===== src/rtl/chop_pkg.sv =====
// Shared constants, state encoding and config bundle for chop_ctrl.
// Optional feature macro: CHOP_CTRL_PERIOD_LIMIT_EN (see chop_ctrl.sv).
package chop_pkg;

  localparam int W = 32;

  localparam logic [W-1:0] DEF_CHANGE = 32'd1000;
  localparam logic [W-1:0] DEF_MAX    = 32'd2000;
  localparam logic [W-1:0] MIN_MAX    = 32'd4;

  typedef enum logic [1:0] {
    ST_IDLE      = 2'd0,
    ST_ARMED     = 2'd1,
    ST_RUN       = 2'd2,
    ST_STOP_WAIT = 2'd3
  } state_e;

  typedef struct packed {
    logic [W-1:0] change;
    logic [W-1:0] max;
    logic         dflt;
  } cfg_t;

  localparam cfg_t CFG_RST = '{
    change: DEF_CHANGE,
    max:    DEF_MAX,
    dflt:   1'b0
  };

  // A period needs room for both phases: change strictly inside (0, max).
  function automatic logic cfg_legal(input cfg_t c);
    return (c.max >= MIN_MAX) &&
           (c.change != '0) &&
           (c.change < c.max);
  endfunction

endpackage


===== src/rtl/chop_cfg_shadow.sv =====
// Config shadow: validates host writes, holds pending timing
// and swaps it into the active set at chop-period boundaries.
module chop_cfg_shadow
  import chop_pkg::*;
(
  input  logic clk,
  input  logic rst,
  input  logic wr_i,
  input  cfg_t wr_cfg_i,
  input  logic running_i,
  input  logic wrap_i,
  output cfg_t act_o,
  output logic pend_o,
  output logic err_o
);

  cfg_t act_q, act_d;
  cfg_t pnd_q, pnd_d;
  logic pend_q, pend_d;
  logic err_q, err_d;

  // Boundary swap first, so a write in the wrap cycle waits a period.
  always_comb begin
    act_d  = act_q;
    pnd_d  = pnd_q;
    pend_d = pend_q;
    err_d  = err_q;
    // a write caught on the run's final wrap lands once idle
    if (pend_q && (wrap_i || !running_i)) begin
      act_d  = pnd_q;
      pend_d = 1'b0;
    end
    if (wr_i) begin
      if (!cfg_legal(wr_cfg_i)) begin
        err_d = 1'b1;
      end else begin
        err_d = 1'b0;
        if (running_i) begin
          pnd_d  = wr_cfg_i;
          pend_d = 1'b1;
        end else begin
          act_d = wr_cfg_i;
        end
      end
    end
  end

  // Shadow/active register bank.
  always_ff @(posedge clk or posedge rst) begin
    if (rst) begin
      act_q  <= CFG_RST;
      pnd_q  <= CFG_RST;
      pend_q <= 1'b0;
      err_q  <= 1'b0;
    end else begin
      act_q  <= act_d;
      pnd_q  <= pnd_d;
      pend_q <= pend_d;
      err_q  <= err_d;
    end
  end

  assign act_o  = act_q;
  assign pend_o = pend_q;
  assign err_o  = err_q;

endmodule


===== src/rtl/chop_ctrl.sv =====
// Chopper sequencing controller: arm/trigger/stop FSM, phase and
// period counters. Macro CHOP_CTRL_PERIOD_LIMIT_EN adds a period limit.
module chop_ctrl
  import chop_pkg::*;
(
  input  logic         clk,
  input  logic         rst,
  input  logic         cfg_wr_i,
  input  logic [W-1:0] cfg_change_i,
  input  logic [W-1:0] cfg_max_i,
  input  logic         cfg_default_i,
  input  logic         arm_i,
  input  logic         trig_i,
  input  logic         stop_i,
  input  logic [W-1:0] n_periods_i,
  output logic         chop_en_o,
  output logic         chop_default_o,
  output logic [W-1:0] change_count_o,
  output logic [W-1:0] max_count_o,
  output logic [W-1:0] period_cnt_o,
  output logic [1:0]   state_o,
  output logic         cfg_pend_o,
  output logic         cfg_err_o
);

  state_e       state_q, state_d;
  logic [W-1:0] phase_q, phase_d;
  logic [W-1:0] per_q, per_d;
  logic         trig_q;
  logic         en_q, en_d;
  logic         trig_edge;
  logic         running;
  logic         wrap;
  logic         limit_hit;
  cfg_t         wr_cfg;
  cfg_t         act;

  assign wr_cfg.change = cfg_change_i;
  assign wr_cfg.max    = cfg_max_i;
  assign wr_cfg.dflt   = cfg_default_i;

  chop_cfg_shadow u_shadow (
    .clk      (clk),
    .rst      (rst),
    .wr_i     (cfg_wr_i),
    .wr_cfg_i (wr_cfg),
    .running_i(running),
    .wrap_i   (wrap),
    .act_o    (act),
    .pend_o   (cfg_pend_o),
    .err_o    (cfg_err_o)
  );

  assign trig_edge = trig_i & ~trig_q;
  assign running   = (state_q == ST_RUN) ||
                     (state_q == ST_STOP_WAIT);
  assign wrap      = running &&
                     (phase_q == act.max - 1'b1);

  // Next state, phase and period count.
  always_comb begin
    state_d   = state_q;
    phase_d   = phase_q;
    per_d     = per_q;
    limit_hit = 1'b0;
    if (running) begin
      phase_d = wrap ? '0 : phase_q + 1'b1;
    end
    if (wrap && (per_q != '1)) begin
      per_d = per_q + 1'b1;
    end
`ifdef CHOP_CTRL_PERIOD_LIMIT_EN
    limit_hit = wrap && (n_periods_i != '0) &&
                (per_d == n_periods_i);
`endif
    unique case (state_q)
      ST_IDLE: begin
        if (arm_i) state_d = ST_ARMED;
      end
      ST_ARMED: begin
        if (stop_i) begin
          state_d = ST_IDLE;
        end else if (trig_edge) begin
          state_d = ST_RUN;
          phase_d = '0;
          per_d   = '0;
        end
      end
      ST_RUN: begin
        if (limit_hit)   state_d = ST_IDLE;
        else if (stop_i) state_d = ST_STOP_WAIT;
      end
      ST_STOP_WAIT: begin
        if (wrap) state_d = ST_IDLE;
      end
      default: state_d = ST_IDLE;
    endcase
    en_d = (state_d == ST_RUN) ||
           (state_d == ST_STOP_WAIT);
  end

`ifndef CHOP_CTRL_PERIOD_LIMIT_EN
  logic unused_n_periods;
  assign unused_n_periods = ^n_periods_i;
`endif

  // FSM, counters, trigger history and registered enable.
  always_ff @(posedge clk or posedge rst) begin
    if (rst) begin
      state_q <= ST_IDLE;
      phase_q <= '0;
      per_q   <= '0;
      trig_q  <= 1'b0;
      en_q    <= 1'b0;
    end else begin
      state_q <= state_d;
      phase_q <= phase_d;
      per_q   <= per_d;
      trig_q  <= trig_i;
      en_q    <= en_d;
    end
  end

  assign chop_en_o      = en_q;
  assign chop_default_o = act.dflt;
  assign change_count_o = act.change;
  assign max_count_o    = act.max;
  assign period_cnt_o   = per_q;
  assign state_o        = state_q;

endmodule


===== config.mk =====
export PLATFORM = sky130hd
export DESIGN_NAME = chop_ctrl
export DESIGN_NICKNAME = d
export VERILOG_FILES = /design/src/rtl/chop_pkg.sv /design/src/rtl/chop_cfg_shadow.sv /design/src/rtl/chop_ctrl.sv
export SDC_FILE = /design/constraint.sdc
export NUM_CORES = 1
export LEC_CHECK = 0
export CAP_MARGIN = 10
export CORE_ASPECT_RATIO = 1.25
export CORE_MARGIN = 3
export CORE_UTILIZATION = 58
export DETAILED_ROUTE_END_ITERATION = 7
export HOLD_SLACK_MARGIN = 0.02
export PLACE_DENSITY = 0.85
export RECOVER_POWER = 50
export SLEW_MARGIN = 20
export SYNTH_ARGS = -nofsm -noshare
export SYNTH_HDL_FRONTEND = slang
export SYNTH_SLANG_ARGS = --single-unit
export TNS_END_PERCENT = 5

===== constraint.sdc =====
create_clock -name clk -period 16.1 [get_ports clk]
set_input_delay 4.025 -clock clk [delete_from_list [all_inputs] [get_ports clk]]
set_output_delay 4.025 -clock clk [all_outputs]
set_load 0.02 [all_outputs]

==> key figures <==
Run status
  • Status: complete, but fails checks
  • Failing checks: capacitance limit, slew limit

Die
  • Core area: 0.0198 sq mm
  • Full die area: 0.0222 sq mm
  • Die Wd: 134 um
  • IO Pins: 205
  • Die H: 166 um
  • Initial Util: 59.9%
  • Rows: 57

Detailed routing
  • Routed len/inst: 20.4 um
  • DRC: 0
  • Post-route ant nets: 0
  • Via density: 6.50
  • DRT Pass-1 Iters: 5
  • Initial drt markers: 922
  • Final wirelength: 33.2 mm
  • Vias after detailed routing: 10600

Power
  • Pwr dens: 169 mW/mm^2
  • Leak pwr: 5.67 nW
  • Overall Power: 2.41 mW
  • Max VDD drop: 0.0966 mV

Clocking
  • CTS tree: yes
  • Clock transition at path regs: 0.07 ns
  • TritonCTS Sinks: 200
  • Post-CTS Setup Bufs: 0
  • CTS Hold Bufs: 0
  • Post-cts sizing count: 0
  • Clock latency on the worst-skew pair: 0.44 ns
  • Total CTS buffers: 17
  • CTS H-Tree Depth: 4
  • Root Buffer: clkbuf_16
  • Clk buf depth: 2

STA
  • Setup TNS Final: 0 ns
  • RSZ-0062 raised after global routing: no
  • Worst Hold Margin: 0.494 ns
  • Tmin final: 8.76 ns
  • Final hold vios: 0
  • Max_slew headroom: -295%
  • Max-slew violation count: 137
  • Final clock period utilization by the worst path: 54.4%
  • Worst-Margin Slew: 5.89 ns
  • Final Setup Violations: 0
  • Clk_skew: 0.0119 ns
  • Fmax: 0.114 GHz

Logic synthesis
  • Ys async rst share: 100%
  • Synth warnings: 0
  • Top FF cell, synth: dfrtp_1
  • Seq/Total Area, Yosys: 42.5%
  • Number of synthesized flops with an enable pin: 0
  • Gate Count Post-Synth: 1221
  • Synth Register Bits: 200
  • Post-Syn Area: 0.0118 sq mm
  • Mapped Nets: 1358
  • Unique masters post-synth: 72
  • Mean post-synth cell area: 9.69 sq um

Critical path
  • Worst Path Class, Setup: in -> async
  • Worst path required time: 15.23 ns
  • Crit path max fanout: 136
  • Crit path buf inv count: 2
  • R2r worst-path depth: 11
  • Reg-to-reg slack, setup: 11.05 ns
  • Slowest Stage Delay on Critical Path: 3.25 ns
  • Worst path top cell family by delay: buffers and inverters
  • CP startpoint kind: primary input
  • Slowest CP cell: clkinvlp_2
  • WP data arrival: 7.89 ns
  • Reg-to-Reg End: phase_q[17]
  • Crit Reg-Reg Startpoint: u_shadow.act_o[2]
  • CP Capture Type: async pin
  • Cell Chain, Critical Path: dlygate4sd3_1 -> clkinvlp_2

Global route
  • First-pass GRT wire length: 54.3 mm
  • Initial antenna violation count: 0
  • Vias in the first global route: 10500
  • Grt ovf: 0
  • Gr usage total: 29.8%
  • Largest net degree at the start of global routing: 137

Layout
  • Layout Cells excl Fill: 1626
  • Area Overhead vs Synth: 20.5%
  • Diode count: 0
  • Layout cells sized above 1: 16.5%
  • Final instance area: 0.0143 sq mm
  • Final net count: 1485

Min path
  • Hold Path Cell Cnt: 2
  • Worst hold path class: reg -> reg
  • Worst Hold Path EP: u_shadow.err_o
  • Hold_sp: u_shadow.err_o

Placement
  • Global placer's final weighted congestion: 0.914
  • Cell area after placement: 0.0137 sq mm
  • Buffers on Ports: 172
  • HPWL Detailed: 22.7 mm
  • Placed insts: 1594

Run
  • MaxCap Viol Count: 1
[area by class of cell]
cell class / count / area (sq um)
clock buffers: 22 / 464
fillers: 1466 / 5500
repair buffers: 182 / 1800
flip-flops and latches: 200 / 5040
well taps: 265 / 332
inverters: 47 / 178
multi-input cells: 900 / 6300
clock inverters: 10 / 144
[cells in the mapped netlist, drive strengths merged, types with 15 or more instances]
cell,instances,area [sq um]
a21oi,65,325
dfstp,24,631
nor4,32,264
dfrtp,176,4400
o221a,65,732
nor3,85,437
nand3,29,145
nand2,47,179
o21ai,21,105
and3,15,93.8
buf,28,175
mux2,67,754
inv,47,176
clkbuf,46,174
ha,34,425
nand4,34,225
nor2,161,604
xor2,41,359
or4,23,173
or3,19,124
xnor2,32,280
[worst min-delay path, delay by kind of cell (launching register included)]
kind,cells,cell delay (ns)
flops,1,0.35
simple gates,2,0.11
[sequential cells by signal, indices dropped and copies added (netlist names)]
signal           count
u_shadow.act_o      65
u_shadow.pnd_q      65
period_cnt_o        32
phase_q             32
state_o              2
chop_en_o            1
trig_q               1
u_shadow.err_o       1
u_shadow.pend_o      1
[through the flow]
stage | utilization [%] | worst slack [ns]
3_3_place_gp | 69.1 | 7.63
4_1_cts | 72.2 | 8.07
6_report | 72.2 | 7.34
5_1_grt | 72.2 | 6.27
2_1_floorplan | - | 6.66
3_5_place_dp | 69.1 | 7.64
[where the power goes]
part	switching [mW]	internal, mW
combinational	0.500	0.481
sequential	0.253	0.726
clock	0.196	0.254
total	0.949	1.46
[metal layers]
| metal | wire, um | track usage [%] | vias to the layer above |
|---|---|---|---|
| met1 | 13500 | 38.6 | 5267 |
| met3 | 2030 | 5.64 | 79 |
| met5 | 0 | 0 | - |
| met2 | 16500 | 48.9 | 451 |
| met4 | 1180 | 12.8 | 0 |
| li1 | - | - | 4778 |
[kinds of logic after synthesis]
group,Yosys count,share of synthesized area [%]
XOR/XNOR,73,5.40
multiplexers,71,6.82
flip-flops,200,42.5
buffers and inverters,121,4.44
AND/OR/NAND/NOR,495,22.2
AO/OA/AOI/OAI,227,15.0
adder cells (fa/ha/maj),34,3.59
[layout by cell type, fill, tap and decap left out, types with 26 or more instances in the layout]
cell type,n
a21oi_1,64
xnor2_1,32
mux2_2,67
xor2_1,41
dfrtp_1,175
nand2_1,46
ha_1,34
nand3_1,28
o221a_2,65
clkdlybuf4s50_1,88
nor4_1,26
inv_1,46
dlygate4sd3_1,84
nor2_1,161
nand4_1,32
nor3_1,84
[how the worst max path moves through the flow]
| stage | endpoint | cells after the start | start | slack [ns] |
|---|---|---|---|---|
| floorplan | chop_en_o | 1 | rst | 6.66 |
| global placement | u_shadow.pnd_q[62] | 12 | cfg_max_i[5] | 7.63 |
| detailed placement | u_shadow.pnd_q[25] | 12 | cfg_max_i[5] | 7.64 |
| CTS | u_shadow.pnd_q[28] | 12 | cfg_max_i[5] | 8.07 |
| global route | state_o[1] | 2 | rst | 6.27 |
| finish | state_o[1] | 2 | rst | 7.34 |
Power figures use the tool's default switching activity.
